File: src/rtl/display_nibble_scanner_pkg.sv
// Shared types and default timing for the hex-digit display scanner.
package display_nibble_scanner_pkg;

  typedef enum logic [1:0] {
    ST_IDLE      = 2'd0,
    ST_SHOW      = 2'd1,
    ST_GAP       = 2'd2,
    ST_FRAME_GAP = 2'd3
  } state_e;

  localparam int DEF_NUM_NIBBLES      = 8;
  localparam int DEF_DWELL_CYCLES     = 5_000_000;
  localparam int DEF_GAP_CYCLES       = 1_000_000;
  localparam int DEF_FRAME_GAP_CYCLES = 4_000_000;
  localparam int DEF_SUPPRESS_LZ      = 1;

  function automatic int max3(input int a, input int b, input int c);
    int m;
    m = (a > b) ? a : b;
    return (m > c) ? m : c;
  endfunction

endpackage

File: src/rtl/display_nibble_scanner_if.sv
// Word-in / digit-out bundle between the CPU-side driver and the display scanner.
interface display_nibble_scanner_if
  import display_nibble_scanner_pkg::*;
#(
  parameter int NUM_NIBBLES = DEF_NUM_NIBBLES
);

  logic                     enable;
  logic [4*NUM_NIBBLES-1:0] word_in;
  logic [3:0]               nibble_out;
  logic                     blank;
  logic                     dp;
  logic [2:0]               digit_idx;
  logic                     frame_done;

  modport master (
    output enable, word_in,
    input  nibble_out, blank, dp, digit_idx, frame_done
  );

  modport slave (
    input  enable, word_in,
    output nibble_out, blank, dp, digit_idx, frame_done
  );

endinterface

File: src/rtl/nibble_lz_encoder.sv
// Index of the most significant nonzero nibble of a word; 0 when the word is zero.
module nibble_lz_encoder #(
  parameter int NUM_NIBBLES = 8
) (
  input  logic [4*NUM_NIBBLES-1:0] word_i,
  output logic [2:0]               idx_o
);

  // Ascending scan: the last nonzero nibble seen is the most significant one.
  always_comb begin
    idx_o = 3'd0;
    for (int i = 0; i < NUM_NIBBLES; i++) begin
      if (word_i[4*i +: 4] != 4'h0) idx_o = 3'(i);
    end
  end

endmodule

File: src/rtl/display_nibble_scanner.sv
// Scans a word one hex digit at a time (MS first) with dwell, inter-digit gap and frame gap.
module display_nibble_scanner
  import display_nibble_scanner_pkg::*;
#(
  parameter int NUM_NIBBLES      = DEF_NUM_NIBBLES,
  parameter int DWELL_CYCLES     = DEF_DWELL_CYCLES,
  parameter int GAP_CYCLES       = DEF_GAP_CYCLES,
  parameter int FRAME_GAP_CYCLES = DEF_FRAME_GAP_CYCLES,
  parameter int SUPPRESS_LZ      = DEF_SUPPRESS_LZ
) (
  input  logic                     clk,
  input  logic                     reset,
  display_nibble_scanner_if.slave  bus
);

  localparam int TIMER_MAX = max3(DWELL_CYCLES, GAP_CYCLES, FRAME_GAP_CYCLES);
  localparam int TW        = (TIMER_MAX > 1) ? $clog2(TIMER_MAX) : 1;

  localparam logic [TW-1:0] DWELL_LAST = TW'(DWELL_CYCLES - 1);
  localparam logic [TW-1:0] GAP_LAST   = TW'(GAP_CYCLES - 1);
  localparam logic [TW-1:0] FGAP_LAST  = TW'(FRAME_GAP_CYCLES - 1);

  state_e                   state_q, state_d;
  logic [TW-1:0]            timer_q, timer_d;
  logic [4*NUM_NIBBLES-1:0] snap_q, snap_d;
  logic [2:0]               idx_q, idx_d;

  logic [3:0] nibble_out_q, nibble_out_d;
  logic       blank_q, blank_d;
  logic       dp_q, dp_d;
  logic [2:0] digit_idx_q, digit_idx_d;
  logic       frame_done_q, frame_done_d;

  logic [2:0] lz_idx;
  logic [2:0] start_idx;
  logic [3:0] nib_sel;
  logic       show_d;

  nibble_lz_encoder #(
    .NUM_NIBBLES(NUM_NIBBLES)
  ) u_lz_encoder (
    .word_i (bus.word_in),
    .idx_o  (lz_idx)
  );

  assign start_idx = (SUPPRESS_LZ != 0) ? lz_idx : 3'(NUM_NIBBLES - 1);

  // NOTE: every variable gets a default before the case, so no path leaves one unassigned and no latch is inferred.
  always_comb begin
    state_d      = state_q;
    timer_d      = timer_q;
    snap_d       = snap_q;
    idx_d        = idx_q;
    frame_done_d = 1'b0;

    case (state_q)
      ST_IDLE: begin
        if (bus.enable) begin
          snap_d  = bus.word_in;
          idx_d   = start_idx;
          timer_d = '0;
          state_d = ST_SHOW;
        end
      end

      ST_SHOW: begin
        if (timer_q == DWELL_LAST) begin
          timer_d = '0;
          if (idx_q == 3'd0) begin
            state_d = ST_FRAME_GAP;
          end else begin
            idx_d   = idx_q - 3'd1;
            state_d = ST_GAP;
          end
        end else begin
          timer_d = timer_q + 1'b1;
        end
      end

      ST_GAP: begin
        if (timer_q == GAP_LAST) begin
          timer_d = '0;
          state_d = ST_SHOW;
        end else begin
          timer_d = timer_q + 1'b1;
        end
      end

      ST_FRAME_GAP: begin
        if (timer_q == FGAP_LAST) begin
          timer_d      = '0;
          frame_done_d = 1'b1;
          state_d      = ST_IDLE;
        end else begin
          timer_d = timer_q + 1'b1;
        end
      end

      default: state_d = ST_IDLE;
    endcase

    // Dropping enable abandons the frame from any state, without a completion pulse.
    if (!bus.enable) begin
      state_d      = ST_IDLE;
      timer_d      = '0;
      frame_done_d = 1'b0;
    end
  end

  always_comb begin
    nib_sel = 4'h0;
    for (int i = 0; i < NUM_NIBBLES; i++) begin
      if (idx_d == 3'(i)) nib_sel = snap_d[4*i +: 4];
    end
  end

  // Outputs follow the next state so the first digit appears right after the latch edge.
  assign show_d       = (state_d == ST_SHOW);
  assign nibble_out_d = show_d ? nib_sel : nibble_out_q;
  assign digit_idx_d  = show_d ? idx_d : digit_idx_q;
  assign blank_d      = !show_d;
  assign dp_d         = show_d && (idx_d == 3'd0);

  // NOTE: non-blocking assignments so every register updates from the same pre-edge values.
  always_ff @(posedge clk) begin
    if (reset) begin
      state_q      <= ST_IDLE;
      timer_q      <= '0;
      snap_q       <= '0;
      idx_q        <= 3'd0;
      nibble_out_q <= 4'h0;
      blank_q      <= 1'b1;
      dp_q         <= 1'b0;
      digit_idx_q  <= 3'd0;
      frame_done_q <= 1'b0;
    end else begin
      state_q      <= state_d;
      timer_q      <= timer_d;
      snap_q       <= snap_d;
      idx_q        <= idx_d;
      nibble_out_q <= nibble_out_d;
      blank_q      <= blank_d;
      dp_q         <= dp_d;
      digit_idx_q  <= digit_idx_d;
      frame_done_q <= frame_done_d;
    end
  end

  assign bus.nibble_out = nibble_out_q;
  assign bus.blank      = blank_q;
  assign bus.dp         = dp_q;
  assign bus.digit_idx  = digit_idx_q;
  assign bus.frame_done = frame_done_q;

endmodule

File: src/flat_wrapper.sv
// flat-port wrapper written by rule: the top's interface ports become plain ports
module display_nibble_scanner_flat import display_nibble_scanner_pkg::*;
#(
  parameter int NUM_NIBBLES      = DEF_NUM_NIBBLES,
  parameter int DWELL_CYCLES     = DEF_DWELL_CYCLES,
  parameter int GAP_CYCLES       = DEF_GAP_CYCLES,
  parameter int FRAME_GAP_CYCLES = DEF_FRAME_GAP_CYCLES,
  parameter int SUPPRESS_LZ      = DEF_SUPPRESS_LZ
)
  (clk, reset, bus_enable, bus_word_in, bus_nibble_out, bus_blank, bus_dp, bus_digit_idx, bus_frame_done);
  display_nibble_scanner_if #(.NUM_NIBBLES(NUM_NIBBLES)) bus_i ();
  input  logic clk;
  input  logic reset;
  input wire logic [$bits(bus_i.enable)-1:0] bus_enable;
  input wire logic [$bits(bus_i.word_in)-1:0] bus_word_in;
  output wire logic [$bits(bus_i.nibble_out)-1:0] bus_nibble_out;
  output wire logic [$bits(bus_i.blank)-1:0] bus_blank;
  output wire logic [$bits(bus_i.dp)-1:0] bus_dp;
  output wire logic [$bits(bus_i.digit_idx)-1:0] bus_digit_idx;
  output wire logic [$bits(bus_i.frame_done)-1:0] bus_frame_done;
  assign bus_i.enable = bus_enable;
  assign bus_i.word_in = bus_word_in;
  assign bus_nibble_out = bus_i.nibble_out;
  assign bus_blank = bus_i.blank;
  assign bus_dp = bus_i.dp;
  assign bus_digit_idx = bus_i.digit_idx;
  assign bus_frame_done = bus_i.frame_done;
  display_nibble_scanner #(.NUM_NIBBLES(NUM_NIBBLES), .DWELL_CYCLES(DWELL_CYCLES), .GAP_CYCLES(GAP_CYCLES), .FRAME_GAP_CYCLES(FRAME_GAP_CYCLES), .SUPPRESS_LZ(SUPPRESS_LZ)) u_core (.clk(clk), .reset(reset), .bus(bus_i));
endmodule
File: config.mk
export PLATFORM = sky130hd
export DESIGN_NAME = display_nibble_scanner_flat
export DESIGN_NICKNAME = d
export VERILOG_FILES = /design/src/rtl/display_nibble_scanner_pkg.sv /design/src/rtl/display_nibble_scanner_if.sv /design/src/rtl/nibble_lz_encoder.sv /design/src/rtl/display_nibble_scanner.sv /design/src/flat_wrapper.sv
export SDC_FILE = /design/constraint.sdc
export NUM_CORES = 1
export LEC_CHECK = 0
export ABC_AREA = 1
export BUFFER_PORTS_ARGS = -buffer_cell sky130_fd_sc_hd__buf_2
export CAP_MARGIN = 20
export CORE_MARGIN = 1.5
export CORE_UTILIZATION = 30
export DETAILED_ROUTE_END_ITERATION = 8
export PLACE_DENSITY_LB_ADDON = 0.08
export SYNTH_ARGS = -nofsm -noshare
export SYNTH_HDL_FRONTEND = slang
export SYNTH_HIERARCHICAL = 1
export SYNTH_SLANG_ARGS = --single-unit
File: constraint.sdc
create_clock -name clk -period 2.9 [get_ports clk]
set_input_delay 0.29 -clock clk [delete_from_list [all_inputs] [get_ports clk]]
set_output_delay 0.29 -clock clk [all_outputs]
set_load 0.01 [all_outputs]
==> reports/metrics.csv <==
stage;metric;value;unit
status;outcome;complete, no violations;
power_and_ir_drop;power.internal;1.83;mW
cells_and_area;postLayoutCellArea;4440;um^2
timing;finalHoldViolations;0;
die;top_level_ports;45;
power_and_ir_drop;clock_power_share;46.0;%
timing;rsz0062_at_grt;no;
clock_tree;cts_hold_buf;0;
grt;grt_start_max_net_pins;43;
setup_path;worstPathRequired;3.17;ns
synth;syn_nets;580;
power_and_ir_drop;switching_share;25.7;%
clock_tree;numClockSinks;70;
grt;use_met1;17.1;%
setup_path;worstSetupPathDepth;15;
synth;synth_cells;542;
clock_tree;cts_resized;0;
setup_path;end_kind;register;
run;cap_viol_max_count;0;
route;dr.pass1.iters;4;
die;start_util;31.0;%
synth;syn-mean-instance-area;6.89;um^2
timing;tns;0;ns
timing;fmax;0.382;GHz
route;drt_iter0_drc;159;
setup_path;worstReg2RegEnd;u_core/bus.nibble_out[3];
synth;synth_commonest_cells;104 x nor2_1, 102 x nand2_1, 86 x inv_1;
die;die-area;13100;um^2
timing;min_period_over_period;90.4;%
power_and_ir_drop;power_switching;0.630;mW
setup_path;crit_path_max_incr_delay;0.35;ns
timing;max_slew_margin;66.4;%
power_and_ir_drop;ir_drop;370;uV
clock_tree;clock_tree.buffer_depth;2;
setup_path;timing.critical_path.buf_inv;3;
power_and_ir_drop;power;2.46;mW
setup_path;r2r_cells;15;
synth;synth-edff-count;0;
grt;grt_pass1_wl;15700;um
setup_path;crit_path_max_fanout;12;
setup_path;path_cells;ha_1 > nand3_2 > inv_2 > nand2_1 > nor2_2 > nand4_1 > nand2_1 > inv_1 > nand2_1 > inv_1 > nor3_4 > nor2_1 > nand4_1 > nand2_1 > a21oi_2;
cells_and_area;drive_above_1_share;18.4;%
grt;grt_pass1_vias;3282;
clock_tree;clk_pin_slew;0.06;ns
cells_and_area;finalNetCount;625;
cells_and_area;area_growth;18.8;%
clock_tree;clkLatencyLatePin;0.34;ns
route;viasPerCell;4.35;
synth;yosys.area.top_type;dfxtp_1;
setup_path;crit_type;register to register;
die;rows;40;
grt;grt_usage;15.5;%
setup_path;r2r-start;u_core/timer_q[0];
cells_and_area;seqCellArea;1400;um^2
timing;period_needed;2.62;ns
setup_path;crit_path_end;u_core/bus.nibble_out[3];
die;dieWidth;115;um
placement;gp_congestion;0.736;
setup_path;crit_family;simple AND/OR/NAND/NOR gates;
route;ant_nets;0;
grt;use_met2;28.2;%
power_and_ir_drop;powerDensity;553;nW/um^2
setup_path;cpMostUsedCell;nand2_1;
setup_path;worst_ep_arrival_time;2.89;ns
synth;synth.top_cell.area_share;37.5;%
cells_and_area;multi_input_area;1910;um^2
synth;synth_area_leaders;dfxtp_1 38%, nor2_1 10%, nand2_1 10%;
placement;post-dp-hpwl;7100;um
clock_tree;cts_tree;built;
grt;global_route.peak_usage_layer;met2;
power_and_ir_drop;seqPwrFrac;41.7;%
timing;finalMaxSlewViolations;0;
route;post_drt_wl_per_cell;12.1;um
clock_tree;cts_root_buf;clkbuf_16;
synth;async_flop_share;0;%
grt;grt-ovfl-total;0;
power_and_ir_drop;power_frac_comb;12.3;%
grt;antenna_found_initial;0;
placement;placed_area;4130;um^2
synth;yosysWarningCount;6;
timing;skew;0.00395;ns
placement;port-buffer-count;44;
timing;tightest_slew;0.503;ns
synth;ys_ff_latch;70;
synth;yosysMostFrequentCell;nor2_1;
setup_path;ff2ff_setup_slack;0.28;ns
setup_path;cp_slowest_cell;nor3_4;
route;drc_errors;0;
die;die_h;115;um
synth;yosys_most_used_dff;dfxtp_1;
die;fp.coreArea;12100;um^2
timing;setup_viol_count_final;0;
clock_tree;postCtsSetupBuffers;0;
clock_tree;h-tree-depth;3;
clock_tree;cts_made_buffers;9;
synth;seq_area_frac_synth;37.5;%
cells_and_area;final_core_utilization;36.8;%
min_path;hp-class;input pin to register;
synth;synth.distinct_cells;42;
synth;syn_area;3730;um^2
cells_and_area;fillers;1344;
route;vias;3304;
grt;use_met3;4.98;%
route;wl;9210;um
cells_and_area;diodes;0;
setup_path;cp-start-kind;register;
setup_path;crit_start;u_core/timer_q[0];
power_and_ir_drop;leakagePower;2.06;nW
## state kept, by name (all words and copies together) (netlist names)
| signal | count |
|---|---|
| u_core/bus.nibble_out | 4 |
| u_core/bus.dp | 1 |
| u_core/bus.frame_done | 1 |
| u_core/bus.digit_idx | 3 |
| u_core/timer_q | 23 |
| u_core/idx_q | 3 |
| u_core/snap_q | 32 |
| u_core/bus.blank | 1 |
| u_core/state_q | 2 |
## routing by layer
layer	wire [um]	up-vias	share of wire, %
met2	4710	57	51
met4	167	0	1.8
li1	-	1764	-
met5	0	-	0
met1	3950	1473	43
met3	383	10	4.2
## placed cells by master (no fill, tap or decap), types with 2 or more instances in the layout
| master | n |
|---|---|
| mux2i_1 | 12 |
| inv_1 | 86 |
| xnor2_1 | 2 |
| nor2_2 | 6 |
| nand2_1 | 101 |
| nand2_2 | 7 |
| buf_4 | 5 |
| a21oi_1 | 9 |
| nand3_1 | 28 |
| inv_2 | 4 |
| nor2_1 | 104 |
| clkbuf_8 | 2 |
| or2_2 | 3 |
| nor3_2 | 3 |
| ha_1 | 3 |
| nand4_1 | 14 |
| clkinvlp_4 | 3 |
| nor2_4 | 2 |
| nand3_2 | 4 |
| o21ai_0 | 22 |
| nor3_1 | 8 |
| a21oi_2 | 5 |
| clkbuf_16 | 9 |
| buf_2 | 44 |
| nor4_1 | 3 |
| dfxtp_1 | 70 |
| xor2_1 | 16 |
## how the worst min path moves through the flow
stage                            startpoint                 endpoint  slack [ns]  depth (start not counted)
floorplan                   bus_word_in[12]        u_core/snap_q[12]        0.45                          2
global placement    u_core/bus.digit_idx[0]  u_core/bus.digit_idx[0]        0.48                          2
detailed placement  u_core/bus.digit_idx[2]  u_core/bus.digit_idx[2]        0.49                          2
CTS                         bus_word_in[28]        u_core/snap_q[28]        0.23                          3
global route                bus_word_in[15]        u_core/snap_q[15]        0.26                          3
finish                      bus_word_in[28]        u_core/snap_q[28]        0.24                          3
## power groups by stage
stage	Combinational, mW	Sequential [mW]	Clock, mW
global route	0.349	1.03	1.21
CTS	0.308	1.03	1.17
finish	0.302	1.02	1.13
floorplan	0.211	1.05	0
global placement	0.304	1.05	0
detailed placement	0.306	1.05	0
## metrics by stage
stage          cells  worst slack [ns]  hold WS (ns)
6_report         760             0.280         0.236
5_1_grt          760           0.00265         0.259
4_1_cts          760             0.250         0.225
3_5_place_dp     744             0.253         0.485
3_3_place_gp     744             0.298         0.479
2_1_floorplan    542             0.936         0.454
## worst reg2reg max path, delay by kind of cell, from the launching register on
kind,cells,cell delay (ns)
flip-flops,1,0.34
AND/OR/NAND/NOR,10,1.56
buffers and inverters,3,0.35
adder cells (fa/ha/maj),1,0.21
AO/OA/AOI/OAI,1,0.10
## logic make-up after synthesis
logic type / count (synthesis) / synth area share [%]
flip-flops: 70 / 37.5
XOR/XNOR: 18 / 4.22
AO/OA/AOI/OAI: 40 / 6.43
adder cells (fa/ha/maj): 3 / 1.01
AND/OR/NAND/NOR: 292 / 36.2
multiplexers: 12 / 3.22
buffers and inverters: 107 / 11.4
## cell type report
class	count	share of cell area, %
Multi-Input combinational cell	365	43.0
Sequential cell	70	31.6
Inverter	92	7.84
Timing Repair Buffer	49	5.81
Clock buffer	11	5.70
Tap cell	168	4.74
Clock inverter	5	1.30
Note: power is estimated with default switching activity, not from simulation.
